--- config.mk ---
export PLATFORM = sky130hd
export DESIGN_NAME = md_issue_ctrl
export DESIGN_NICKNAME = d
export VERILOG_FILES = /design/src/rtl/md_issue_ctrl.sv
export SDC_FILE = /design/constraint.sdc
export NUM_CORES = 1
export LEC_CHECK = 0
export ABC_CLOCK_PERIOD_IN_PS = 2500
export BUFFER_PORTS_ARGS = -buffer_cell sky130_fd_sc_hd__buf_2
export CORE_AREA = 2 2 78 80
export CTS_CLUSTER_SIZE = 40
export DETAILED_ROUTE_END_ITERATION = 6
export DIE_AREA = 0 0 80 82
export RECOVER_POWER = 50
export SYNTH_ARGS = -nofsm -noshare
export SYNTH_HDL_FRONTEND = slang
export SYNTH_SLANG_ARGS = --single-unit
--- constraint.sdc ---
create_clock -name clk -period 2.5 [get_ports clk]
set_input_delay 0.125 -clock clk [delete_from_list [all_inputs] [get_ports clk]]
set_output_delay 0.125 -clock clk [all_outputs]
set_load 0.02 [all_outputs]
--- src/rtl/md_issue_ctrl.sv ---
// md_issue_ctrl: E-stage issue controller for the multiply/divide unit.
// It decodes the E-stage instruction, drives the MD command interface,
// tracks MD occupancy with a latency down-counter and stalls D on any
// HI/LO-family instruction while an operation is in flight.
//
// state  | meaning
// -------+-------------------------------------------------------
// IDLE   | MD unit free, an arithmetic op in E may issue
// BUSY   | mult/div in flight, busy_cnt counts cycles remaining
module md_issue_ctrl #(
  parameter int MULT_LAT = 5,
  parameter int DIV_LAT  = 10
) (
  input  logic        clk,
  input  logic        reset,
  input  logic [31:0] instr_d,
  input  logic [31:0] instr_e,
  input  logic [31:0] rs_e,
  input  logic [31:0] rt_e,
  input  logic        flush_e,
  output logic [2:0]  md_op,
  output logic        md_start,
  output logic [31:0] md_a,
  output logic [31:0] md_b,
  output logic [1:0]  hilo_sel,
  output logic        stall_d,
  output logic        md_busy
);

  localparam int MAX_LAT = (MULT_LAT > DIV_LAT) ? MULT_LAT : DIV_LAT;
  localparam int CW      = $clog2(MAX_LAT + 1);

  localparam logic [0:0] S_IDLE = 1'b0;
  localparam logic [0:0] S_BUSY = 1'b1;

  localparam logic [5:0] F_MFHI  = 6'b010000;
  localparam logic [5:0] F_MTHI  = 6'b010001;
  localparam logic [5:0] F_MFLO  = 6'b010010;
  localparam logic [5:0] F_MTLO  = 6'b010011;
  localparam logic [5:0] F_MULT  = 6'b011000;
  localparam logic [5:0] F_MULTU = 6'b011001;
  localparam logic [5:0] F_DIV   = 6'b011010;
  localparam logic [5:0] F_DIVU  = 6'b011011;

  logic [0:0]    state_q, state_d;
  logic [CW-1:0] busy_cnt_q, busy_cnt_d;

  logic       rtype_d, rtype_e;
  logic [5:0] funct_d, funct_e;
  logic       fam_d, arith_e, is_mult_e;
  logic       issue;

  // Only opcode and funct fields matter for this decoder.
  logic unused_fields;
  assign unused_fields = ^{instr_d[25:6], instr_e[25:6]};

  assign rtype_d = (instr_d[31:26] == 6'b000000);
  assign rtype_e = (instr_e[31:26] == 6'b000000);
  assign funct_d = instr_d[5:0];
  assign funct_e = instr_e[5:0];

  assign md_a    = rs_e;
  assign md_b    = rt_e;
  assign md_busy = (state_q == S_BUSY);

  // Decode and command generation for the current E/D instructions.
  always_comb begin
    fam_d     = 1'b0;
    arith_e   = 1'b0;
    is_mult_e = 1'b0;
    md_op     = 3'd0;
    hilo_sel  = 2'b00;

    if (rtype_d) begin
      case (funct_d)
        F_MFHI, F_MTHI, F_MFLO, F_MTLO,
        F_MULT, F_MULTU, F_DIV, F_DIVU: fam_d = 1'b1;
        default:                        fam_d = 1'b0;
      endcase
    end

    if (rtype_e) begin
      arith_e   = (funct_e[5:2] == 4'b0110);
      is_mult_e = (funct_e == F_MULT) || (funct_e == F_MULTU);
    end

    // Arithmetic ops arriving in E while BUSY are dropped without a start.
    issue    = arith_e && !flush_e && (state_q == S_IDLE);
    md_start = issue;

    if (!flush_e && rtype_e) begin
      if (issue) begin
        md_op = {1'b0, funct_e[1:0]} + 3'd1;
      end else if (funct_e == F_MTLO) begin
        md_op = 3'd5;
      end else if (funct_e == F_MTHI) begin
        md_op = 3'd6;
      end

      if (funct_e == F_MFHI) begin
        hilo_sel = 2'b01;
      end else if (funct_e == F_MFLO) begin
        hilo_sel = 2'b10;
      end
    end

    stall_d = fam_d && (issue || (state_q == S_BUSY));
  end

  // Next-state and latency counter; flush does not cancel an op in flight.
  always_comb begin
    state_d    = state_q;
    busy_cnt_d = busy_cnt_q;
    case (state_q)
      S_IDLE: begin
        if (issue) begin
          state_d    = S_BUSY;
          busy_cnt_d = is_mult_e ? CW'(MULT_LAT) : CW'(DIV_LAT);
        end
      end
      S_BUSY: begin
        if (busy_cnt_q <= CW'(1)) begin
          state_d    = S_IDLE;
          busy_cnt_d = '0;
        end else begin
          busy_cnt_d = busy_cnt_q - CW'(1);
        end
      end
      default: begin
        state_d    = S_IDLE;
        busy_cnt_d = '0;
      end
    endcase
  end

  // State and counter registers with asynchronous reset.
  always_ff @(posedge clk or posedge reset) begin
    if (reset) begin
      state_q    <= S_IDLE;
      busy_cnt_q <= '0;
    end else begin
      state_q    <= state_d;
      busy_cnt_q <= busy_cnt_d;
    end
  end

endmodule

; ---- Word-level counts from Yosys, hierarchy flattened
; Memory sizes are Yosys's and may differ from the RTL's.
; Cells that the tools add are included.
[totals]
inputBits = 131
n_memories = 1
rom_bits = 32
reg_bits = 5
word_cells = 42
out_inout_bits = 72
[mem_list]
columns = memory, words, word_bits, rd, rd_ports_with_merged_regs, wr, line
row1 = (name not given), 32, 1, 1, 0, 0, 75  ; case (funct_d)
[op_classes]
muxes = 18
n_eq_ne = 8
add_sub_neg = 2
bitwise = 1
order_cmp = 1
n_reduce_logical = 9
[ops]
columns = cell, count
row1 = $eq A6 B5 Y1 const B, 6
row2 = $logic_not A6 Y1, 2
row3 = $mux W3, 4
row4 = $mux W4, 3
row5 = $pmux W4 S2, 1
row6 = $mux W1, 6
row7 = $mux W2, 3
row8 = $eq A4 B3 Y1 const B, 1
row9 = $le A4 B1 Y1 const B, 1
row10 = $logic_and A1 B1 Y1, 4
row11 = $sub A4 B1 Y4 const B, 1
row12 = $add A2 B1 Y3 const B, 1
row13 = $logic_or A1 B1 Y1, 2
row14 = $ne A2 B2 Y1 const B, 1
row15 = $pmux W1 S2, 1
row16 = $logic_not A1 Y1, 1
row17 = $not A1 Y1, 1

; ---- Longest topological paths before layout
[depth]
word_depth = 6
ltp_mapped = 6
depth_no_buf = 6

; ---- Worst setup path after synthesis
; OpenSTA, ideal clock, no wires.
[synth_timing]
path_kind = input to output
startpoint = input instr_e[27]
endpoint = output hilo_sel[1]
t_required_ns = 2.375
path_stages = 3
arrival_ns = 1.496
path_slack_ns = 0.879
path_buffers = 0
path_cell_list = nor4_4 -> nand3_2 -> nor4b_1
[synth_between]
elab_chain_len = 3
[synth_rtl]
columns = element, line
row1 = start: declaration, 17  ; input logic [31:0] instr_e,
row2 = $logic_not A6 Y1, 58  ; assign rtype_e = (instr_e[31:26] == 6'b000000);
row3 = $logic_and A1 B1 Y1, 91  ; if (!flush_e && rtype_e) begin
row4 = $mux W2, 91
row5 = end: declaration, 25  ; output logic [1:0] hilo_sel,
; No other way between the ends.

; ---- Worst setup path after layout
[layout_timing]
startpoint = input instr_e[27]
endpoint = output md_op[1]
[layout_between]
elab_chain_len = 6
word_cells_on_any_way = 7
cone_classes = mux (3) / reduce/logical (4)
[layout_rtl]
columns = element, line
row1 = $logic_not A6 Y1 (*), 58
row2 = $mux W1, 82  ; if (rtype_e) begin
row3 = $logic_and A1 B1 Y1 (2 in series), 88  ; issue = arith_e && !flush_e && (state_q == S_IDLE);
row4 = $mux W3, 92  ; if (issue) begin
row5 = $mux W3 (*), 91
row6 = end: declaration, 21  ; output logic [2:0] md_op,
; Every way passes the cells marked *; elsewhere a longest branch is shown, timed or not.

==> impl_metrics.env <==
export IMPL_status="complete, no violations"
export IMPL_p_leak_nw=0.394
export IMPL_final_setup_tns_ns=0
export IMPL_syn2layout_area_growth_pct=-17.4
export IMPL_fin_area_um2=855
export IMPL_clockBufferDepth=2
export IMPL_grtUsageTotal_pct=5.40
export IMPL_total_power_mw=0.370
export IMPL_pwr_share_comb_pct=29.4
export IMPL_wl_mm=1.78
export IMPL_path_cells="buf_2 -> nor4_4 -> nand3_2 -> nor2_1 -> a32o_1 -> buf_2"
export IMPL_dieWidth_um=80
export IMPL_synth_edf_count=0
export IMPL_fin_nets=233
export IMPL_slowest_delay_ns=0.42
export IMPL_cp_data_required_time_ns=2.38
export IMPL_slowest_stage="nor4_4"
export IMPL_die_area_um2=6560
export IMPL_startpoint_type="input pin"
export IMPL_antenna_found_initial=0
export IMPL_placed_area_um2=800
export IMPL_cts_tree="built"
export IMPL_fin_crit_ns=1.59
export IMPL_hold_viol=0
export IMPL_coreArea_um2=5750
export IMPL_hp_class="in2out"
export IMPL_viasPerCell=3.72
export IMPL_clk_latency_ns=0.22
export IMPL_cts_buffers=3
export IMPL_antennaDiodeCount=0
export IMPL_yosysWarnings=0
export IMPL_synth_top_flop_cell="dfrtp_1"
export IMPL_worst_setup_path_end_kind="output port"
export IMPL_globalplace_congestion=0.710
export IMPL_rows=28
export IMPL_drive_above_1_share_pct=46.3
export IMPL_max_freq_mhz=630
export IMPL_grt_pass1_wl_mm=2.66
export IMPL_ctsResizeCount=0
export IMPL_postCtsSetupBuffers=0
export IMPL_path_max_fanout=5
export IMPL_worst_pin_slew_ns=0.423
export IMPL_seqCellArea_um2=125
export IMPL_p_per_area_nw_per_um2=433
export IMPL_start_util_pct=18.0
export IMPL_ctsHoldBuffers=1
export IMPL_grt_pass1_vias=605
export IMPL_htree_levels=1
export IMPL_place_hpwl_mm=1.49
export IMPL_rsz0062_at_grt="no"
export IMPL_ant_nets=0
export IMPL_ys_async_sr_fraction_pct=100
export IMPL_synth_fp_nets=261
export IMPL_crit_top_cell="buf_2"
export IMPL_synth_seq_area_share_pct=12.1
export IMPL_die_h_um=82
export IMPL_finalClockSkew_ns=0.00220
export IMPL_synth_distinct_cells=35
export IMPL_port_buffers=31
export IMPL_io_pins=203
export IMPL_maxCapViolations=0
export IMPL_sw_frac_of_total_pct=30.4
export IMPL_relSlewSlack_pct=71.8
export IMPL_p_switching_mw=0.112
export IMPL_worstPathArrival_ns=1.46
export IMPL_multiInputGateArea_um2=395
export IMPL_clkPwrFrac_pct=39.0
export IMPL_netlist_area_um2=1030
export IMPL_post_drt_wl_per_cell_um=10.5
export IMPL_seqPwrFrac_pct=31.5
export IMPL_syn_inst=124
export IMPL_grt_max_degree=11
export IMPL_num_fill_cells=670
export IMPL_syn_area_per_cell_um2=8.34
export IMPL_vdd_ir_drop_max_mv=0.156
export IMPL_finalCritPeriodShare_pct=63.5
export IMPL_root_buffer="clkbuf_8"
export IMPL_drv_slew=0
export IMPL_drtIter0Drc=23
export IMPL_cts_sinks=5
export IMPL_grt_ovfl_total=0
export IMPL_internal_power_mw=0.258
export IMPL_synth_seq_cells=5
export IMPL_vias=633
export IMPL_crit_type="in2out"
export IMPL_first_pass_iters=2
export IMPL_setup_viol=0
export IMPL_drc_errors=0
==> cells by family (layout without fill, tap and decap cells) <==
kind of cell / count (synthesis) / in the layout / synth area share [%]
simple gates: 24 / 24 / 17.3
fa+ha+maj: 6 / 6 / 7.25
mux: 1 / 1 / 1.09
buf+inv: 73 / 44 / 49.7
compound gates: 15 / 15 / 12.6
flops: 5 / 5 / 12.1
==> final cells by class <==
type / count / area share, %
inverter: 8 / 3.51
timing repair buffer: 32 / 19.3
sequential: 5 / 14.6
multi-input combinational: 46 / 46.3
clock buffer: 4 / 5.27
tap: 75 / 11.0
==> power groups by stage <==
| stage | Combinational (mW) | Sequential (mW) | Clock [mW] |
|---|---|---|---|
| after floorplan | 0.221 | 0.113 | 0 |
| after global placement | 0.104 | 0.116 | 0 |
| after detailed placement | 0.110 | 0.118 | 0 |
| after CTS | 0.111 | 0.117 | 0.149 |
| after global routing | 0.123 | 0.119 | 0.157 |
| final | 0.109 | 0.117 | 0.144 |
==> cell usage in the layout (no fill, tap or decap), types with 2 or more instances in the layout <==
cell type,instances
nor2_1,4
buf_2,31
nor3_1,3
nand4b_1,2
nand2_1,2
dfrtp_1,5
inv_1,8
a21oi_1,2
ha_1,6
clkbuf_8,3
or2_2,2
o21ai_0,2
==> Yosys cell counts, drive strengths merged (2+ instances only) <==
cell / n / area [um2]
a21oi: 2 / 10.0
a41oi: 2 / 36.3
buf: 64 / 480
dfrtp: 5 / 125
ha: 6 / 75.1
inv: 8 / 30.0
nand2: 2 / 7.51
nand4b: 2 / 17.5
nor2: 4 / 15.0
nor3: 5 / 41.3
nor4: 2 / 27.5
o21ai: 2 / 10.0
or2: 2 / 12.5
==> final timing paths <==
path | endpoint | slack (ns) | cells past startpoint | startpoint
setup / recovery | md_op[1] | 0.91 | 6 | instr_e[27]
setup reg to reg | busy_cnt_q[0] | 1.01 | 6 | busy_cnt_q[0]
hold reg to reg | busy_cnt_q[0] | 0.58 | 1 | busy_cnt_q[0]
hold / removal | md_a[13] | 0.25 | 0 | rs_e[13]
max in group asynchronous | md_busy | 1.99 | 3 | reset
min in group asynchronous | busy_cnt_q[1] | 0.35 | 3 | reset
==> worst max-delay path: cells and delay by family <==
kind                   cells  cell delay (ns)
AND/OR/NAND/NOR            3             0.85
buffers and inverters      2             0.27
AO/OA/AOI/OAI              1             0.20
==> flip-flops by register name (all words and copies together) (netlist names) <==
register    flops
busy_cnt_q      4
md_busy         1
==> stage by stage <==
step | utilization (%) | setup slack, ns | cells | hold slack, ns
after detailed placement | 13.9 | 0.900 | 165 | 0.0315
final | 14.9 | 0.912 | 170 | 0.250
after floorplan | - | 0.879 | 124 | -0.0965
after global placement | 13.9 | 0.898 | 165 | 0.0229
after CTS | 14.9 | 0.897 | 170 | 0.250
after global routing | 14.9 | 0.800 | 170 | 0.250
==> metal layers <==
layer / vias up / global-route usage (%) / wire length (um)
met4: 0 / 7.97 / 158
met5: - / 0 / 0
li1: 295 / - / -
met1: 277 / 4.71 / 614
met3: 30 / 2.97 / 262
met2: 31 / 7.42 / 746
No activity file was read; power rests on OpenSTA's default activity.
